### config.mk
export PLATFORM = sky130hd
export DESIGN_NAME = isqrt_seq_flat
export DESIGN_NICKNAME = d
export VERILOG_FILES = /design/src/rtl/arith_pkg.sv /design/src/rtl/isqrt_seq_if.sv /design/src/rtl/isqrt_step.sv /design/src/rtl/isqrt_seq.sv /design/src/flat_wrapper.sv
export SDC_FILE = /design/constraint.sdc
export NUM_CORES = 1
export LEC_CHECK = 0
export ABC_CLOCK_PERIOD_IN_PS = 3900
export CORE_UTILIZATION = 45
export CTS_CLUSTER_DIAMETER = 120
export DETAILED_ROUTE_END_ITERATION = 6
export PLACE_DENSITY = 0.67
export SYNTH_ARGS = -nofsm -noshare
export SYNTH_HDL_FRONTEND = slang
export SYNTH_SLANG_ARGS = --single-unit
### constraint.sdc
create_clock -name t -period 3.9 [get_ports t]
set_input_delay 0.39 -clock t [delete_from_list [all_inputs] [get_ports t]]
set_output_delay 0.39 -clock t [all_outputs]
set_load 0.005 [all_outputs]
### src/rtl/arith_pkg.sv
// arith_pkg: shared FSM encoding, width helpers and invalid-result markers for the arithmetic blocks
package arith_pkg;
    typedef enum logic [1:0] {IDLE = 2'd0, CALC = 2'd1, DONE = 2'd2} state_t;
    localparam logic [63:0] INVALID = '1;
    function automatic int qw_of(input int w);
        return w / 2;
    endfunction
    function automatic int mw_of(input int w);
        return w / 2 + 1;
    endfunction
endpackage

### src/rtl/isqrt_seq_if.sv
// isqrt_seq_if: start/busy/done handshake and operand/result bus; chk_err exists only with ISQRT_SELFCHECK_EN
interface isqrt_seq_if
    import arith_pkg::*;
#(parameter int W = 20);
    localparam int QW = qw_of(W);
    localparam int MW = mw_of(W);
    logic start;
    logic [W-1:0] a;
    logic busy;
    logic done;
    logic [QW-1:0] q;
    logic [MW-1:0] m;
`ifdef ISQRT_SELFCHECK_EN
    logic chk_err;
    modport master(output start, a, input busy, done, q, m, chk_err);
    modport slave(input start, a, output busy, done, q, m, chk_err);
`else
    modport master(output start, a, input busy, done, q, m);
    modport slave(input start, a, output busy, done, q, m);
`endif
endinterface

### src/rtl/isqrt_step.sv
// isqrt_step: one combinational restoring square-root iteration consuming two radicand bits
module isqrt_step #(
    parameter int QW = 10
) (
    input  logic [QW+1:0] rem_i,
    input  logic [QW-1:0] root_i,
    input  logic [1:0]    bits_i,
    output logic [QW+1:0] rem_o,
    output logic [QW-1:0] root_o
);
    logic [QW+1:0] rem_sh;
    logic [QW+1:0] trial;
    logic ge;
    // shift in the next radicand pair, try subtracting 4*root+1
    always_comb begin
        rem_sh = {rem_i[QW-1:0], bits_i};
        trial = {root_i, 2'b01};
        ge = rem_sh >= trial;
        rem_o = ge ? rem_sh - trial : rem_sh;
        root_o = {root_i[QW-2:0], ge};
    end
endmodule

### src/rtl/isqrt_seq.sv
// isqrt_seq: sequential bit-by-bit integer square root, one root bit per clock; optional ISQRT_SELFCHECK_EN adds chk_err
module isqrt_seq
    import arith_pkg::*;
#(
    parameter int W = 20
) (
    input logic        t,
    input logic        rn,
    isqrt_seq_if.slave bus
);
    localparam int QW = qw_of(W);
    localparam int MW = mw_of(W);
    localparam int CW = (QW > 1) ? $clog2(QW) : 1;
    state_t state_q;
    logic [W-1:0] s_q;
    logic [MW:0] rem_q, rem_d;
    logic [QW-1:0] root_q, root_d, q_q;
    logic [MW-1:0] m_q;
    logic [CW-1:0] cnt_q;
    logic busy_q, done_q;
    isqrt_step #(.QW(QW)) u_step (
        .rem_i (rem_q),
        .root_i(root_q),
        .bits_i(s_q[W-1 -: 2]),
        .rem_o (rem_d),
        .root_o(root_d)
    );
    // control FSM: capture on start, iterate QW times, publish result with a one-cycle done
    always_ff @(posedge t) begin
        if (!rn) begin
            state_q <= IDLE;
            busy_q <= 1'b0;
            done_q <= 1'b0;
            q_q <= INVALID[QW-1:0];
            m_q <= INVALID[MW-1:0];
            cnt_q <= '0;
            s_q <= '0;
            rem_q <= '0;
            root_q <= '0;
        end else begin
            case (state_q)
                IDLE: begin
                    done_q <= 1'b0;
                    if (bus.start) begin
                        s_q <= bus.a;
                        rem_q <= '0;
                        root_q <= '0;
                        cnt_q <= CW'(QW - 1);
                        busy_q <= 1'b1;
                        state_q <= CALC;
                    end
                end
                CALC: begin
                    s_q <= {s_q[W-3:0], 2'b00};
                    rem_q <= rem_d;
                    root_q <= root_d;
                    cnt_q <= cnt_q - CW'(1);
                    if (cnt_q == '0) begin
                        q_q <= root_d;
                        m_q <= rem_d[MW-1:0];
                        busy_q <= 1'b0;
                        done_q <= 1'b1;
                        state_q <= DONE;
                    end
                end
                DONE: begin
                    done_q <= 1'b0;
                    state_q <= IDLE;
                end
                default: state_q <= IDLE;
            endcase
        end
    end
    assign bus.busy = busy_q;
    assign bus.done = done_q;
    assign bus.q = q_q;
    assign bus.m = m_q;
`ifdef ISQRT_SELFCHECK_EN
    logic [W-1:0] a_q;
    logic chk_q;
    logic [W:0] recon;
    logic [MW-1:0] m_fin;
    // rebuild q*q+m from the final iteration's outputs so chk_err is valid alongside done
    always_comb begin
        m_fin = rem_d[MW-1:0];
        recon = (W+1)'(root_d) * (W+1)'(root_d) + (W+1)'(m_fin);
    end
    // retain the accepted radicand and register the consistency verdict at completion
    always_ff @(posedge t) begin
        if (!rn) begin
            a_q <= '0;
            chk_q <= 1'b0;
        end else begin
            if (state_q == IDLE && bus.start) a_q <= bus.a;
            if (state_q == CALC && cnt_q == '0) chk_q <= (recon != {1'b0, a_q}) || (m_fin > {root_d, 1'b0});
        end
    end
    assign bus.chk_err = chk_q;
`endif
endmodule

### src/flat_wrapper.sv
// flat-port wrapper written by rule: the top's interface ports become plain ports
module isqrt_seq_flat import arith_pkg::*;
#(
    parameter int W = 20
)
  (t, rn, bus_start, bus_a, bus_busy, bus_done, bus_q, bus_m);
  isqrt_seq_if #(.W(W)) bus_i ();
  input logic t;
  input logic rn;
  input wire logic [$bits(bus_i.start)-1:0] bus_start;
  input wire logic [$bits(bus_i.a)-1:0] bus_a;
  output wire logic [$bits(bus_i.busy)-1:0] bus_busy;
  output wire logic [$bits(bus_i.done)-1:0] bus_done;
  output wire logic [$bits(bus_i.q)-1:0] bus_q;
  output wire logic [$bits(bus_i.m)-1:0] bus_m;
  assign bus_i.start = bus_start;
  assign bus_i.a = bus_a;
  assign bus_busy = bus_i.busy;
  assign bus_done = bus_i.done;
  assign bus_q = bus_i.q;
  assign bus_m = bus_i.m;
  isqrt_seq #(.W(W)) u_core (.t(t), .rn(rn), .bus(bus_i));
endmodule
# After elaboration in Yosys (flattened, before gate mapping)
# Cells that the tools add are included.
word_totals:
  ff_bits: 69
  input_bits: 23
  elab_cells: 43
classes:
  add_sub_neg: 2
  order_cmp: 1
  eq_ne: 4
  mux: 17
  n_reduce_logical: 10
ops:
  columns: ["op", "count"]
  rows:
  - ["$pmux W10 S2", 2]
  - ["$pmux W20 S2", 1]
  - ["$mux W10", 2]
  - ["$mux W20", 1]
  - ["$ge A12 B12 Y1", 1]
  - ["$mux W11", 1]
  - ["$sub A11 B11 Y11", 1]
  - ["$pmux W4 S2", 1]
  - ["$reduce_and A2 Y1", 4]
  - ["$logic_not A4 Y1", 1]
  - ["$mux W2", 2]
  - ["$mux W4", 1]
  - ["$pmux W1 S2", 2]
  - ["$pmux W2 S2", 1]
  - ["$reduce_bool A2 Y1", 2]
  - ["$sub A4 B1 Y4 const B", 1]
  - ["$mux W1", 3]
  - ["$reduce_and A3 Y1", 1]
  - ["$eq A2 B1 Y1 const B", 1]
  - ["$eq A2 B2 Y1 const B", 1]
  - ["$logic_not A2 Y1", 1]
  - ["$ne A2 B1 Y1 const B", 1]
  - ["$ne A2 B2 Y1 const B", 1]
  - ["$reduce_or A2 Y1", 1]

# Logic depth before layout (Yosys ltp)
# Gate-level depths: netlist (run 1).
depth:
  depth_word: 4
  ltp_mapped: 10
  mapped_depth_nobuf: 8

# Cells and area by module
# A second synthesis (run 1) with hierarchy kept.
unflattened:
  cells_unflattened: 369
  hier_area_um2: 3520.9
modules_own_cells:
  columns: ["module", "instances", "cells_per_inst", "area_per_inst_um2", "seq_area_each_um2"]
  rows:
  - ["isqrt_seq", 1, 248, 2633.8, 1421.4]
  - ["isqrt_step", 1, 121, 887.1, 0.0]

# Worst setup path before layout (run 1)
# Ideal clock, no wire load.
synth_timing:
  path_kind: "reg2reg"
  start: "reg u_core.root_q[3]"
  end: "reg u_core.rem_q[1]"
  setup_ps: 69
  arrival_ps: 2007
  setup_slack_ps: 1824
  stages_incl_launch_ff: 10
  path_buffers: 1
  synth_period_minus_slack_ps: 2076
  path_cell_list: "dfxtp_1 > inv_1 > ha_1 > a21o_1 > a31oi_2 > o21ai_4 > a21o_1 > buf_6 > mux2_4 > o21ai_2"
synth_via:
  elab_chain_len: 3
synth_rtl:
  columns: ["item", "line", "source"]
  rows:
  - ["start: declaration", "isqrt_seq.sv:17", "logic [QW-1:0] root_q, root_d, q_q;"]
  - ["start signal: assignment", "isqrt_seq.sv:56", "root_q <= root_d;"]
  - ["$ge A12 B12 Y1", "isqrt_step.sv:18", "ge = rem_sh >= trial;"]
  - ["$mux W11", "isqrt_step.sv:19", "rem_o = ge ? rem_sh - trial : rem_sh;"]
  - ["$pmux W10 S2", "isqrt_seq.sv:41", "case (state_q)"]
  - ["end signal: assignment", "isqrt_seq.sv:55", "rem_q <= rem_d;"]
  - ["end: declaration", "isqrt_seq.sv:16", "logic [MW:0] rem_q, rem_d;"]
# No other way between the ends.
# A chain may end at the register's enable or synchronous reset.

# Worst setup path in the final report (run 1)
layout_timing:
  start: "reg u_core.root_q[5]"
  end: "reg u_core.m_q[4] (netlist: u_core.bus.m[4])"
layout_via:
  elab_chain_len: 2
layout_rtl:
  columns: ["item", "line", "source"]
  rows:
  - ["$ge A12 B12 Y1", "isqrt_step.sv:18", null]
  - ["$mux W11", "isqrt_step.sv:19", null]
  - ["end signal: assignment", "isqrt_seq.sv:35", "m_q <= INVALID[MW-1:0];"]
  - ["end signal: assignment", "isqrt_seq.sv:60", "m_q <= rem_d[MW-1:0];"]
  - ["end: declaration", "isqrt_seq.sv:18", "logic [MW-1:0] m_q;"]
# No other way between the ends.

==> results of run 1 <==
stage by stage:
stage               utilization  setup slack [ns]  power, mW
CTS                       0.568              1.33       3.12
detailed placement        0.539              1.23       2.51
global route              0.568              1.15       3.30
floorplan                     -              1.82       2.20
finish                    0.568              1.29       3.13
global placement          0.539              1.27       2.50
cells by family (layout without fill, tap and decap cells):
family | Yosys count | count (layout) | share of synthesized area
compound gates | 153 | 153 | 0.301
buf+inv | 48 | 91 | 0.0575
fa+ha+maj | 14 | 14 | 0.0513
flops | 69 | 69 | 0.404
mux | 4 | 4 | 0.0136
xor+xnor | 7 | 7 | 0.0179
simple gates | 123 | 123 | 0.154
sequential cells by signal, indices dropped and copies added (netlist names):
| name | cells |
|---|---|
| u_core.bus.busy | 1 |
| u_core.bus.q | 10 |
| u_core.s_q | 20 |
| u_core.state_q | 2 |
| u_core.bus.done | 1 |
| u_core.root_q | 10 |
| u_core.bus.m | 11 |
| u_core.cnt_q | 4 |
| u_core.rem_q | 10 |
cells in the final DEF (no fill, tap or decap), drive strengths merged, types with 3 or more instances in the layout:
master | netlist | final
a31oi | 6 | 6
a21o | 6 | 6
nand3 | 5 | 5
o311ai | 3 | 3
a22oi | 11 | 11
o211ai | 11 | 11
clkdlybuf4s50 | 0 | 45
nor3 | 5 | 5
clkbuf | 20 | 11
o221ai | 12 | 12
o21a | 3 | 3
ha | 14 | 14
clkinv | 1 | 3
o21ai | 46 | 46
inv | 22 | 22
a21oi | 30 | 30
nor2b | 4 | 4
buf | 5 | 7
dfxtp | 69 | 69
nand2 | 46 | 46
nor2 | 53 | 53
a211oi | 13 | 13
nand2b | 5 | 5
xnor2 | 5 | 5
routing by layer:
layer	up-vias	share of wire
li1	1592	-
met1	1442	0.49
met2	84	0.46
met3	6	0.042
met4	0	0.0089
met5	-	0
power groups by stage:
stage / Sequential (mW) / Clock, mW / Combinational [mW]
after floorplan: 0.902 / 0 / 1.30
after global placement: 0.924 / 0 / 1.58
after detailed placement: 0.926 / 0 / 1.58
after CTS: 0.911 / 0.617 / 1.59
after global routing: 0.926 / 0.653 / 1.73
final: 0.913 / 0.606 / 1.61
worst paths after layout:
path / from / to / slack (ns)
worst min register to register: u_core.bus.done$_SDFFE_PN0P_ / u_core.bus.done$_SDFFE_PN0P_ / 0.48
worst max register to register: u_core.root_q[5]$_SDFFE_PN0P_ / u_core.bus.m[4]$_SDFFE_PN1P_ / 1.29
worst max-delay path: u_core.root_q[5]$_SDFFE_PN0P_ / u_core.bus.m[4]$_SDFFE_PN1P_ / 1.29
worst min-delay path: u_core.bus.done$_SDFFE_PN0P_ / u_core.bus.done$_SDFFE_PN0P_ / 0.48
cell type report:
type                    count  area share
multi-input cells         301       0.444
flip-flops and latches     69       0.333
repair buffers             52       0.121
clock buffers              11      0.0365
well taps                  99      0.0299
inverters                  23      0.0208
clock inverters             5      0.0142
critical path, delay by kind of cell, from the launching register on:
family | cells | cell delay (ns)
adders and majority gates | 1 | 0.40
buffers and inverters | 1 | 0.09
DFF | 1 | 0.36
AOI/OAI and AO/OA | 6 | 1.63
Yosys cell counts, types with 2 or more instances:
master / number
dfxtp_1: 69
nor2_1: 53
nand2_1: 46
o21ai_0: 37
a21oi_1: 29
inv_1: 22
clkbuf_1: 20
ha_1: 14
a211oi_1: 12
a22oi_1: 11
o211ai_1: 11
o221ai_1: 11
a21o_1: 6
o21ai_1: 6
a31oi_1: 5
nor3_1: 5
xnor2_1: 5
nand2b_1: 4
nand3_1: 4
nor2b_1: 4
a311oi_1: 2
a32oi_1: 2
buf_1: 2
buf_6: 2
mux2i_1: 2
o21a_1: 2
o21ai_2: 2
o311ai_0: 2
or3_1: 2
xor2_1: 2
==> metrics.yaml, run 1 <==
yosysUniqueCellTypes: 54
drc_errors: 0
cts_max_level: 3
slew_headroom: 0.374
place.gp.congestion: 0.798
clock_sinks: 69
hpwl_um: 5780
async_flop_share: 0
finalCriticalPeriod_ns: 2.61
synth_top_area_frac: 0.404
synthFlopType: "dfxtp_1"
critPathKind: "flop to flop"
path_common_cell: "a21o_1"
finalSetupViolations: 0
grt_usage: 0.215
clk_latency_ns: 0.34
cts_root_buf: "clkbuf_8"
area_growth_pct: 21.3
r2r_cells: 8
tritoncts: "yes"
multi_input_area_sq_um: 1840
final_cell_area_sq_um: 4140
place_inst: 544
p_per_area_nw_per_um2: 756
use_met1: 0.301
place_area_sq_um: 3930
internal_power_mw: 1.81
final-instance-count-excl-fill: 560
finalHoldViolations: 0
syn_inst: 418
numCtsBuffers: 9
grt_max_degree: 35
crit_chain: "inv_1, ha_1, a21o_1, a31oi_2, o21ai_4, a21o_1, a211oi_1, o21ai_0"
clkSlewWorstSetupHoldPaths_ns: 0.08
firstDrtPassIters: 6
worst_hold_path.num_cells: 2
rows: 31
synthesis.nets: 455
ir_worst_vdd_mv: 0.344
yosysWarningCount: 0
diodes: 0
cts_resized: 0
synthTopCellsByArea: "dfxtp_1, nor2_1, o21ai_0"
crit_required_ns: 4.11
start_util: 0.468
p_sw_mw: 1.32
dieArea_sq_um: 7940
grt_pass1_wl_um: 12800
coreArea_sq_um: 7290
synth-edff-count: 0
swShare: 0.422
rsz0062_at_grt: "no"
holdBufCountCts: 0
synth.avg_cell_area_sq_um: 8.17
fin_skew_ns: 0.00842
post_cts_buffers: 0
portBuffers: 45
antenna_found_initial: 0
max-cap-violations: 0
period_share: 0.669
drt-wirelength-per-cell_um: 14.8
critPathCaptureType: "flop"
grt-ovfl-total: 0
synthesis.area_sq_um: 3420
io_pins: 46
ys_ff_latch: 69
regArea_sq_um: 1380
ys_seq_area_frac: 0.404
met3_usage: 0.0360
leakage_nw: 1.61
grt_pass1_vias: 2669
p_seq_frac: 0.292
clkPwrFrac: 0.193
cp_slowest_cell: "a211oi_1"
max_stage_delay_ns: 0.46
tightest_slew_ns: 0.938
drt_iter0_drc: 240
postRouteAntennaNets: 0
vias_per_cell: 5.58
crit_arrival_ns: 2.82
combPwrFrac: 0.515
busiest_layer: "met2"
fin_tns_setup_ns: 0
drive_above_1_share: 0.0803
slew_violations: 0
cp-start-kind: "flop"
clock.fmax_mhz: 383
num_vias: 3124
grt_use_met2: 0.332
hp-class: "flop to flop"
yosysTopAreaCell: "dfxtp_1"
outcome: "finished clean"
layout.nets: 493
die_w_um: 89.1
cts_buffer_depth: 2
whs_ns: 0.476
cp_max_fo: 19
fillers: 704
routed_wl_um: 8270
die_y_um: 89.1
No activity file was read; power rests on OpenSTA's default activity.
==> run 2: changes to the inputs <==
--- a/config.mk
+++ b/config.mk
@@ -5,7 +5,7 @@
 export SDC_FILE = /design/constraint.sdc
 export NUM_CORES = 1
 export LEC_CHECK = 0
-export ABC_CLOCK_PERIOD_IN_PS = 3900
+export ABC_CLOCK_PERIOD_IN_PS = 2500
 export CORE_UTILIZATION = 45
 export CTS_CLUSTER_DIAMETER = 120
 export DETAILED_ROUTE_END_ITERATION = 6
==> constraint.sdc (replaced) <==
create_clock -name t -period 2.5 [get_ports t]
set_input_delay 0.25 -clock t [delete_from_list [all_inputs] [get_ports t]]
set_output_delay 0.25 -clock t [all_outputs]
set_load 0.005 [all_outputs]
==> run 2 against run 1 <==
Against the previous run:
- wire length is 7.5% higher
- setup slack worse by 1.1 ns
- sequential power is 57% higher
- register-to-register slack worse by 1.1 ns
- clock skew is 0.0019 ns higher
- sequential cell count stayed put
- core utilization is 2.1 points higher
- total power is 68% higher
- clock-buffer cell count is 1 lower
- non-clock buffer count is 11 higher
- highest routed layer unchanged
==> metrics.yaml, run 2 (synthesis results as in run 1) <==
rr_endpoint: "u_core.rem_q[1]$_SDFFE_PN0P_"
final_cell_area_sq_um: 4290  # +3.6%
die_y_um: 89.1  # unchanged
startpoint: "u_core.root_q[5]$_SDFFE_PN0P_"
drive_above_1_share: 0.106  # +0.0257
rows: 31  # unchanged
routed_wl_um: 8890  # +7.5%
numCtsBuffers: 9  # unchanged
io_pins: 46  # unchanged
p_per_area_nw_per_um2: 1220  # +62%
cp_max_fo: 19  # unchanged
cp-start-kind: "flop"
hpwl_um: 6320  # +9.3%
grt_pass1_vias: 2809  # +5.2%
fin_skew_ns: 0.0103  # +0.00185 ns
setup_slack_ns: 0.172  # -1.12 ns
holdBufCountCts: 0  # unchanged
crit_required_ns: 2.79  # -1.32 ns
tritoncts: "yes"
dp_slack_ns: 0.0550  # -1.18 ns
clock_sinks: 69  # unchanged
crit_chain: "inv_1, ha_1, a21o_1, a31oi_2, o21ai_4, a21o_2, mux2_4, o21ai_2"
diodes: 0  # unchanged
period_share: 0.931  # +0.262
slew_headroom: 0.517  # +0.143
place.gp.congestion: 0.822  # +3.0%
finalSetupViolations: 0  # unchanged
antenna_found_initial: 0  # unchanged
drt_iter0_drc: 188  # -22%
layout.nets: 504  # +2.2%
max-cap-violations: 0  # unchanged
reg2reg_setup_slack_ns: 0.17  # -1.12 ns
postRouteAntennaNets: 0  # unchanged
die_w_um: 89.1  # unchanged
cp_slowest_cell: "ha_1"
clkSlewWorstSetupHoldPaths_ns: 0.07  # about the same
min_from: "u_core.bus.done$_SDFFE_PN0P_"
hold_end: "u_core.bus.done$_SDFFE_PN0P_"
rsz0062_at_grt: "no"
grt_use_met2: 0.341  # +0.00902
mostFrequentLayoutCells: "dfxtp_1, nor2_1, nand2_1"
dieArea_sq_um: 7940  # unchanged
grt_max_degree: 31  # -11%
ir_worst_vdd_mv: 0.801  # +130%
place_area_sq_um: 4020  # +2.1%
met3_usage: 0.0425  # +0.00646
slew_violations: 0  # unchanged
grt_usage: 0.238  # +0.0238
post-route-util: 0.589  # +0.0206
post_cts_buffers: 0  # unchanged
crit_arrival_ns: 2.62  # -0.20 ns
busiest_layer: "met1"
reg2reg_from: "u_core.root_q[5]$_SDFFE_PN0P_"
clock.fmax_mhz: 430  # +12%
firstDrtPassIters: 4  # -2
grt_pass1_wl_um: 14100  # +9.8%
hp-class: "flop to flop"
final_common_cell: "dfxtp_1"
coreArea_sq_um: 7290  # unchanged
leakage_nw: 1.69  # +5.3%
cts_buffer_depth: 2  # unchanged
finalCriticalPeriod_ns: 2.33  # -0.281 ns
r2r_cells: 8  # unchanged
drt-wirelength-per-cell_um: 15.6  # +5.5%
portBuffers: 45  # unchanged
outcome: "finished clean"
area_growth_pct: 25.7
critPathCaptureType: "flop"
critPathKind: "flop to flop"
regMostFlops: "u_core.s_q"
cts_max_level: 3  # unchanged
drc_errors: 0  # unchanged
num_vias: 3219  # +3.0%
tightest_slew_ns: 0.722  # -0.216 ns
finalPower_mw: 5.26  # +68%
max_stage_delay_ns: 0.39  # -0.07 ns
largest_register_ffs: 20  # unchanged
start_util: 0.468  # unchanged
use_met1: 0.347  # +0.0461
vias_per_cell: 5.64  # +1.1%
fin_tns_setup_ns: 0  # unchanged
worst_hold_path.num_cells: 2  # unchanged
grt-ovfl-total: 0  # unchanged
cts_root_buf: "clkbuf_8"
finalHoldViolations: 0  # unchanged
clk_latency_ns: 0.36  # +0.02 ns
-- run 2: area by class of cell --
cell class | instances | area [sq um]
Clock buffer | 10 | 138
Clock inverter | 6 | 134
Fill cell | 707 | 3000
Inverter | 23 | 86.3
Multi-Input combinational cell | 301 | 1840
Sequential cell | 69 | 1380
Tap cell | 99 | 124
Timing Repair Buffer | 63 | 586
-- run 2: how the worst max path moves through the flow --
stage	end	slack, ns	cells past startpoint
floorplan	u_core.rem_q[1]$_SDFFE_PN0P_	0.42	9
global placement	u_core.rem_q[1]$_SDFFE_PN0P_	0.15	8
detailed placement	u_core.rem_q[1]$_SDFFE_PN0P_	0.06	8
CTS	u_core.rem_q[1]$_SDFFE_PN0P_	0.04	8
global route	u_core.bus.m[3]$_SDFFE_PN1P_	0.03	8
finish	u_core.rem_q[1]$_SDFFE_PN0P_	0.17	8
-- run 2: metal layers --
metal | share of wire | vias up
li1 | - | 1599
met1 | 0.51 | 1517
met2 | 0.42 | 85
met3 | 0.051 | 18
met4 | 0.024 | 0
met5 | 0 | -
-- run 2: what timing repair did --
action,in CTS,in global routing
hold endpoints to repair,0,0
endpoints found under the setup margin,0,13
resized for setup,0,2
-- run 2: per-stage QoR --
stage                     hold slack (ns)  std cells
after floorplan                     0.412        418
after global placement              0.455        555
after detailed placement            0.461        555
after CTS                           0.467        571
after global routing                0.482        571
final                               0.469        571
-- run 2: worst max-delay path, delay by kind of cell, from the launching register on --
family | cells | cell delay (ns)
DFF | 1 | 0.36
AOI/OAI and AO/OA | 5 | 1.08
adders and majority gates | 1 | 0.39
buffers and inverters | 1 | 0.07
muxes | 1 | 0.36
-- run 2: power by group --
part | switching, mW | internal (mW) | leakage [nW] | total, mW
Sequential | 0.147 | 1.28 | 0.566 | 1.43
Combinational | 1.53 | 1.07 | 0.991 | 2.60
Clock | 0.437 | 0.791 | 0.136 | 1.23
